`src/rtl/poly_addsub_lanes_if.sv`:
```
// Handshake and coefficient bus for poly_addsub_lanes.
// The master side drives the input beat and out_ready; the slave side is the adder.
interface poly_addsub_lanes_if #(
  parameter int W     = 24,
  parameter int LANES = 2
) ();
  logic               in_flag;
  logic               in_ready;
  logic               in_op;
  logic [LANES*W-1:0] din1;
  logic [LANES*W-1:0] din2;
  logic [LANES*W-1:0] dout;
  logic               out_flag;
  logic               out_ready;
  logic               out_last;
  logic               out_done;
  logic               err;

  modport master (
    output in_flag, in_op, din1, din2, out_ready,
    input  in_ready, dout, out_flag, out_last, out_done, err
  );

  modport slave (
    input  in_flag, in_op, din1, din2, out_ready,
    output in_ready, dout, out_flag, out_last, out_done, err
  );
endinterface

```
`src/rtl/poly_addsub_lanes.sv`:
```
// Lane-parallel modular add/sub (mod Q) of coefficient streams, two-stage
// ready/valid pipeline with polynomial framing (out_last/out_done) and sticky err.
module poly_addsub_lanes #(
  parameter int          W     = 24,
  parameter int          LANES = 2,
  parameter int unsigned Q     = 16515073,
  parameter int          BEATS = 128
) (
  input  logic          clk,
  input  logic          rst,
  poly_addsub_lanes_if.slave bus
);

  localparam int             CW        = (BEATS > 1) ? $clog2(BEATS) : 1;
  localparam logic [CW-1:0]  LAST_BEAT = CW'(BEATS - 1);
  localparam logic [W:0]     Q_T       = (W+1)'(Q);
  localparam logic [W-1:0]   Q_W       = W'(Q);

  logic                   s1_valid_q, s1_valid_d;
  logic [LANES*(W+1)-1:0] s1_t_q, s1_t_d;
  logic                   s2_valid_q, s2_valid_d;
  logic [LANES*W-1:0]     dout_q, dout_d;
  logic [CW-1:0]          cnt_q, cnt_d;
  logic                   done_q, done_d;
  logic                   err_q, err_d;

  logic                   adv1, adv2, in_xfer, out_xfer, bad;
  logic [W:0]             a_ext, b_ext, t_cur, r_cur;

  always_comb begin
    adv2       = ~s2_valid_q | bus.out_ready;
    adv1       = ~s1_valid_q | adv2;
    in_xfer    = bus.in_flag & adv1;
    out_xfer   = s2_valid_q & bus.out_ready;

    s1_valid_d = s1_valid_q;
    s1_t_d     = s1_t_q;
    s2_valid_d = s2_valid_q;
    dout_d     = dout_q;
    cnt_d      = cnt_q;
    bad        = 1'b0;
    a_ext      = '0;
    b_ext      = '0;
    t_cur      = '0;
    r_cur      = '0;

    // Stage 1: add is pre-biased by -Q so both ops need only a conditional +Q later.
    if (adv1) begin
      s1_valid_d = in_xfer;
      for (int k = 0; k < LANES; k++) begin
        a_ext = {1'b0, bus.din1[k*W +: W]};
        b_ext = {1'b0, bus.din2[k*W +: W]};
        if (bus.din1[k*W +: W] >= Q_W || bus.din2[k*W +: W] >= Q_W) bad = 1'b1;
        s1_t_d[k*(W+1) +: (W+1)] = bus.in_op ? (a_ext - b_ext) : (a_ext + b_ext - Q_T);
      end
    end else begin
      for (int k = 0; k < LANES; k++) begin
        if (bus.din1[k*W +: W] >= Q_W || bus.din2[k*W +: W] >= Q_W) bad = 1'b1;
      end
    end

    if (adv2) begin
      s2_valid_d = s1_valid_q;
      for (int k = 0; k < LANES; k++) begin
        t_cur = s1_t_q[k*(W+1) +: (W+1)];
        r_cur = t_cur + (t_cur[W] ? Q_T : '0);
        dout_d[k*W +: W] = s1_valid_q ? r_cur[W-1:0] : '0;
      end
    end

    if (out_xfer) cnt_d = (cnt_q == LAST_BEAT) ? '0 : cnt_q + CW'(1);

    done_d = out_xfer & (cnt_q == LAST_BEAT);
    err_d  = err_q | (in_xfer & bad);
  end

  always_ff @(posedge clk) begin
    if (rst) begin
      s1_valid_q <= 1'b0;
      s1_t_q     <= '0;
      s2_valid_q <= 1'b0;
      dout_q     <= '0;
      cnt_q      <= '0;
      done_q     <= 1'b0;
      err_q      <= 1'b0;
    end else begin
      s1_valid_q <= s1_valid_d;
      s1_t_q     <= s1_t_d;
      s2_valid_q <= s2_valid_d;
      dout_q     <= dout_d;
      cnt_q      <= cnt_d;
      done_q     <= done_d;
      err_q      <= err_d;
    end
  end

  assign bus.in_ready = adv1;
  assign bus.dout     = dout_q;
  assign bus.out_flag = s2_valid_q;
  assign bus.out_last = s2_valid_q & (cnt_q == LAST_BEAT);
  assign bus.out_done = done_q;
  assign bus.err      = err_q;

endmodule
```
`src/flat_wrapper.sv`:
```
// flat-port wrapper written by rule: the top's interface ports become plain ports
module poly_addsub_lanes_flat 
#(
  parameter int          W     = 24,
  parameter int          LANES = 2,
  parameter int unsigned Q     = 16515073,
  parameter int          BEATS = 128
)
  (clk, rst, bus_in_flag, bus_in_op, bus_din1, bus_din2, bus_out_ready, bus_in_ready, bus_dout, bus_out_flag, bus_out_last, bus_out_done, bus_err);
  poly_addsub_lanes_if #(.W(W), .LANES(LANES)) bus_i ();
  input  logic clk;
  input  logic rst;
  input wire logic [$bits(bus_i.in_flag)-1:0] bus_in_flag;
  input wire logic [$bits(bus_i.in_op)-1:0] bus_in_op;
  input wire logic [$bits(bus_i.din1)-1:0] bus_din1;
  input wire logic [$bits(bus_i.din2)-1:0] bus_din2;
  input wire logic [$bits(bus_i.out_ready)-1:0] bus_out_ready;
  output wire logic [$bits(bus_i.in_ready)-1:0] bus_in_ready;
  output wire logic [$bits(bus_i.dout)-1:0] bus_dout;
  output wire logic [$bits(bus_i.out_flag)-1:0] bus_out_flag;
  output wire logic [$bits(bus_i.out_last)-1:0] bus_out_last;
  output wire logic [$bits(bus_i.out_done)-1:0] bus_out_done;
  output wire logic [$bits(bus_i.err)-1:0] bus_err;
  assign bus_i.in_flag = bus_in_flag;
  assign bus_i.in_op = bus_in_op;
  assign bus_i.din1 = bus_din1;
  assign bus_i.din2 = bus_din2;
  assign bus_i.out_ready = bus_out_ready;
  assign bus_in_ready = bus_i.in_ready;
  assign bus_dout = bus_i.dout;
  assign bus_out_flag = bus_i.out_flag;
  assign bus_out_last = bus_i.out_last;
  assign bus_out_done = bus_i.out_done;
  assign bus_err = bus_i.err;
  poly_addsub_lanes #(.W(W), .LANES(LANES), .Q(Q), .BEATS(BEATS)) u_core (.clk(clk), .rst(rst), .bus(bus_i));
endmodule
```
`config.mk`:
```
export PLATFORM = sky130hd
export DESIGN_NAME = poly_addsub_lanes_flat
export DESIGN_NICKNAME = d
export VERILOG_FILES = /design/src/rtl/poly_addsub_lanes_if.sv /design/src/rtl/poly_addsub_lanes.sv /design/src/flat_wrapper.sv
export SDC_FILE = /design/constraint.sdc
export NUM_CORES = 1
export LEC_CHECK = 0
export CORE_MARGIN = 1.5
export CORE_UTILIZATION = 30
export CTS_BUF_LIST = sky130_fd_sc_hd__clkbuf_8
export DETAILED_ROUTE_END_ITERATION = 16
export PLACE_DENSITY = 0.6
export SLEW_MARGIN = 20
export SYNTH_ARGS = -nofsm -noshare
export SYNTH_HDL_FRONTEND = slang
export SYNTH_SLANG_ARGS = --single-unit
```
`constraint.sdc`:
```
create_clock -name clk -period 4.7 [get_ports clk]
set_input_delay 0.47 -clock clk [delete_from_list [all_inputs] [get_ports clk]]
set_output_delay 0.47 -clock clk [all_outputs]
set_load 0.1 [all_outputs]
```
==> impl_metrics.ini <==
[floorplanning]
coreArea_um2 = 35700
io_pins = 154
initial_utilization_pct = 30.6
dieArea_um2 = 37600
die_y_um = 194
die_w_um = 194
fp-row-count = 69

[power_and_ir_drop]
vdd_drop_max_mv = 0.111
seqPwrFrac_pct = 33.6
swShare_pct = 40.9
total_leakage_power_nw = 5.74
p_total_mw = 3.32
power.density_nw_per_um2 = 252
clockPowerShare_pct = 18.1
combPwrFrac_pct = 48.3
intPower_mw = 1.96
p_sw_mw = 1.36

[synth]
synth_seq_area_share_pct = 20.0
synth_cell_types = 71
synth_top_area_share_pct = 20.0
netlist_area_um2 = 10900
netlist_instances = 1454
ys_top_cells_by_count = 178 x inv_1, 157 x nor2_1, 149 x ha_1
ys.flop_type = dfxtp_1
postSynthAreaPerCell_um2 = 7.52
synth_edf_count = 0
async_flop_share_pct = 0
yosysWarnings = 0
yosysTopAreaCell = dfxtp_1
ys_ff_latch = 109
synthesis.nets = 1708
synth_most_common_cell = inv_1
synthTopCellsByArea = dfxtp_1 20%, ha_1 17%, xnor2_1 7.4%, inv_1 6.1%, nor2_1 5.4%

[cts]
cts_max_path_buffers = 2
clkLatencyLatePin_ns = 0.38
cts.repair.resized = 0
hold_buffers = 0
cts_inserted_buffers = 9
cts_root_buf = clkbuf_8
htreeDepth = 3
cts_tree = yes
cts_setup_buffers = 0
clkTransAtPathRegs_ns = 0.10
clock_sink_count = 109

[finish]
drive_above_1_share_pct = 3.59
diodes = 0
syn2layout_area_growth_pct = 20.6
final_util_pct = 36.9
finalNetCount = 1837

[setup_path]
r2r_slack_ns = 1.87
rr_worst_depth = 10
cpMaxStageDelayCell = clkdlybuf4s50_1
start_kind = input port
worstPathRequired_ns = 4.97
endpoint_kind = flip-flop
path_class = in -> reg
critPathMaxStageDelay_ns = 0.55
crit_chain = clkdlybuf4s50_1 -> inv_1 -> ha_1 -> inv_1 -> ha_1 -> inv_1 -> fa_1 -> a21oi_1 -> o2111ai_1 -> a311oi_1 -> a311oi_2 -> a2bb2oi_1 -> o21ai_1 -> a2111oi_2 -> xor2_1 -> a2111oi_0
path_max_fanout = 3
arrival_ns = 4.35
worst_path_most_repeated_cell = inv_1

[drt]
viasPerCell = 5.08
vias = 10400
ant_nets = 0
first_pass_iters = 11
drt_iter0_drc = 850
drt_wl_total_um = 33900
post_drt_wl_per_cell_um = 16.5
drcViolationCount = 9

[sta]
report.final.setup_viol = 0
period_needed_ns = 4.07
finClkSkew_ns = 0.0110
drv_slew = 0
worst_pin_slew_ns = 1.06
min_period_over_period_pct = 86.7
relSlewSlack_pct = 29.1
rsz0062_at_grt = no
hold_viol = 0
hold_ws_ns = 0.462
max_freq_ghz = 0.245
tns_ns = 0

[grt]
overflow = 0
antenna_found_initial = 2
grt_pass1_wl_um = 54100
grt_pass1_vias = 9955
grt_util_all_layers_pct = 17.7
grt_max_degree = 62

[hold_path]
min_path_type = reg -> reg
hold_depth = 2

[place]
place_congestion = 0.899
hpwlAfterDp_um = 28300
port_buffers = 153

[status]
status = finished with violations
violations = design-rule violations

[flow_run]
max_cap_viol_count = 0
[layout by cell type, fill, tap and decap left out, types with 12 or more instances in the layout]
master,instances
nor3_1,21
buf_4,16
nor2_1,157
nand2b_1,13
o21bai_1,21
nand4_1,20
xor2_1,43
nand2_1,101
and3_1,16
a211oi_1,21
a22oi_1,39
clkdlybuf4s50_1,150
xnor2_1,92
dfxtp_1,109
o21ai_0,50
nor2b_1,14
inv_1,178
a21o_1,25
ha_1,149
o31ai_1,13
clkbuf_8,12
a31oi_1,17
nor4_1,27
nand3_1,42
a21oi_1,95
[critical path, delay by kind of cell]
family | cells | cell delay [ns]
AOI/OAI and AO/OA | 8 | 2.09
adders and majority gates | 3 | 0.88
buffers and inverters | 4 | 0.75
xor gates and xnor gates | 1 | 0.16
[metrics by stage]
step | instances | area [µm²] | worst slack (ns)
after global routing | 2049 | 13200 | 0.364
after floorplan | 1454 | 10900 | 1.07
after global placement | 2033 | 13000 | 0.328
final | 2049 | 13200 | 0.625
after detailed placement | 2033 | 13000 | 0.220
after CTS | 2049 | 13200 | 0.631
[cell type report]
cell class | instances | area, µm²
fillers | 3787 | 22600
multi-input cells | 1117 | 7890
flip-flops and latches | 109 | 2180
repair buffers | 168 | 1650
inverters | 178 | 668
well taps | 461 | 577
clock buffers | 12 | 165
clock inverters | 4 | 46.3
[path summary, 6_finish.rpt]
check                          start             endpoint
setup / recovery         bus_din2[1]    u_core.s1_t_q[23]
hold / removal    u_core.bus.dout[1]   u_core.bus.dout[1]
setup reg to reg   u_core.s1_t_q[24]  u_core.bus.dout[23]
hold reg to reg   u_core.bus.dout[1]   u_core.bus.dout[1]
[power groups by stage]
stage / Clock (mW) / Combinational (mW) / Sequential [mW]
finish: 0.601 / 1.60 / 1.12
detailed placement: 0 / 1.59 / 1.14
global route: 0.656 / 1.76 / 1.13
CTS: 0.622 / 1.59 / 1.12
floorplan: 0 / 1.01 / 1.24
global placement: 0 / 1.58 / 1.13
[routing by layer]
| layer | wire length [µm] | GRT usage (%) |
|---|---|---|
| met3 | 1570 | 2.40 |
| met4 | 437 | 4.02 |
| met2 | 13800 | 26.6 |
| met1 | 18100 | 26.5 |
| met5 | 21 | 0 |
[sequential cells by signal, summed over array words and instances (netlist names)]
register and cells:
u_core.bus.dout 48, u_core.bus.err 1, u_core.bus.out_done 1, u_core.bus.out_flag 1, u_core.cnt_q 7, u_core.s1_t_q 50, u_core.s1_valid_q 1
[logic make-up after synthesis]
family	synth area share [%]
flops	20.0
xor+xnor	10.8
simple gates	19.0
compound gates	22.8
fa+ha+maj	18.3
mux	1.23
buf+inv	7.89
Power figures use the tool's default switching activity.
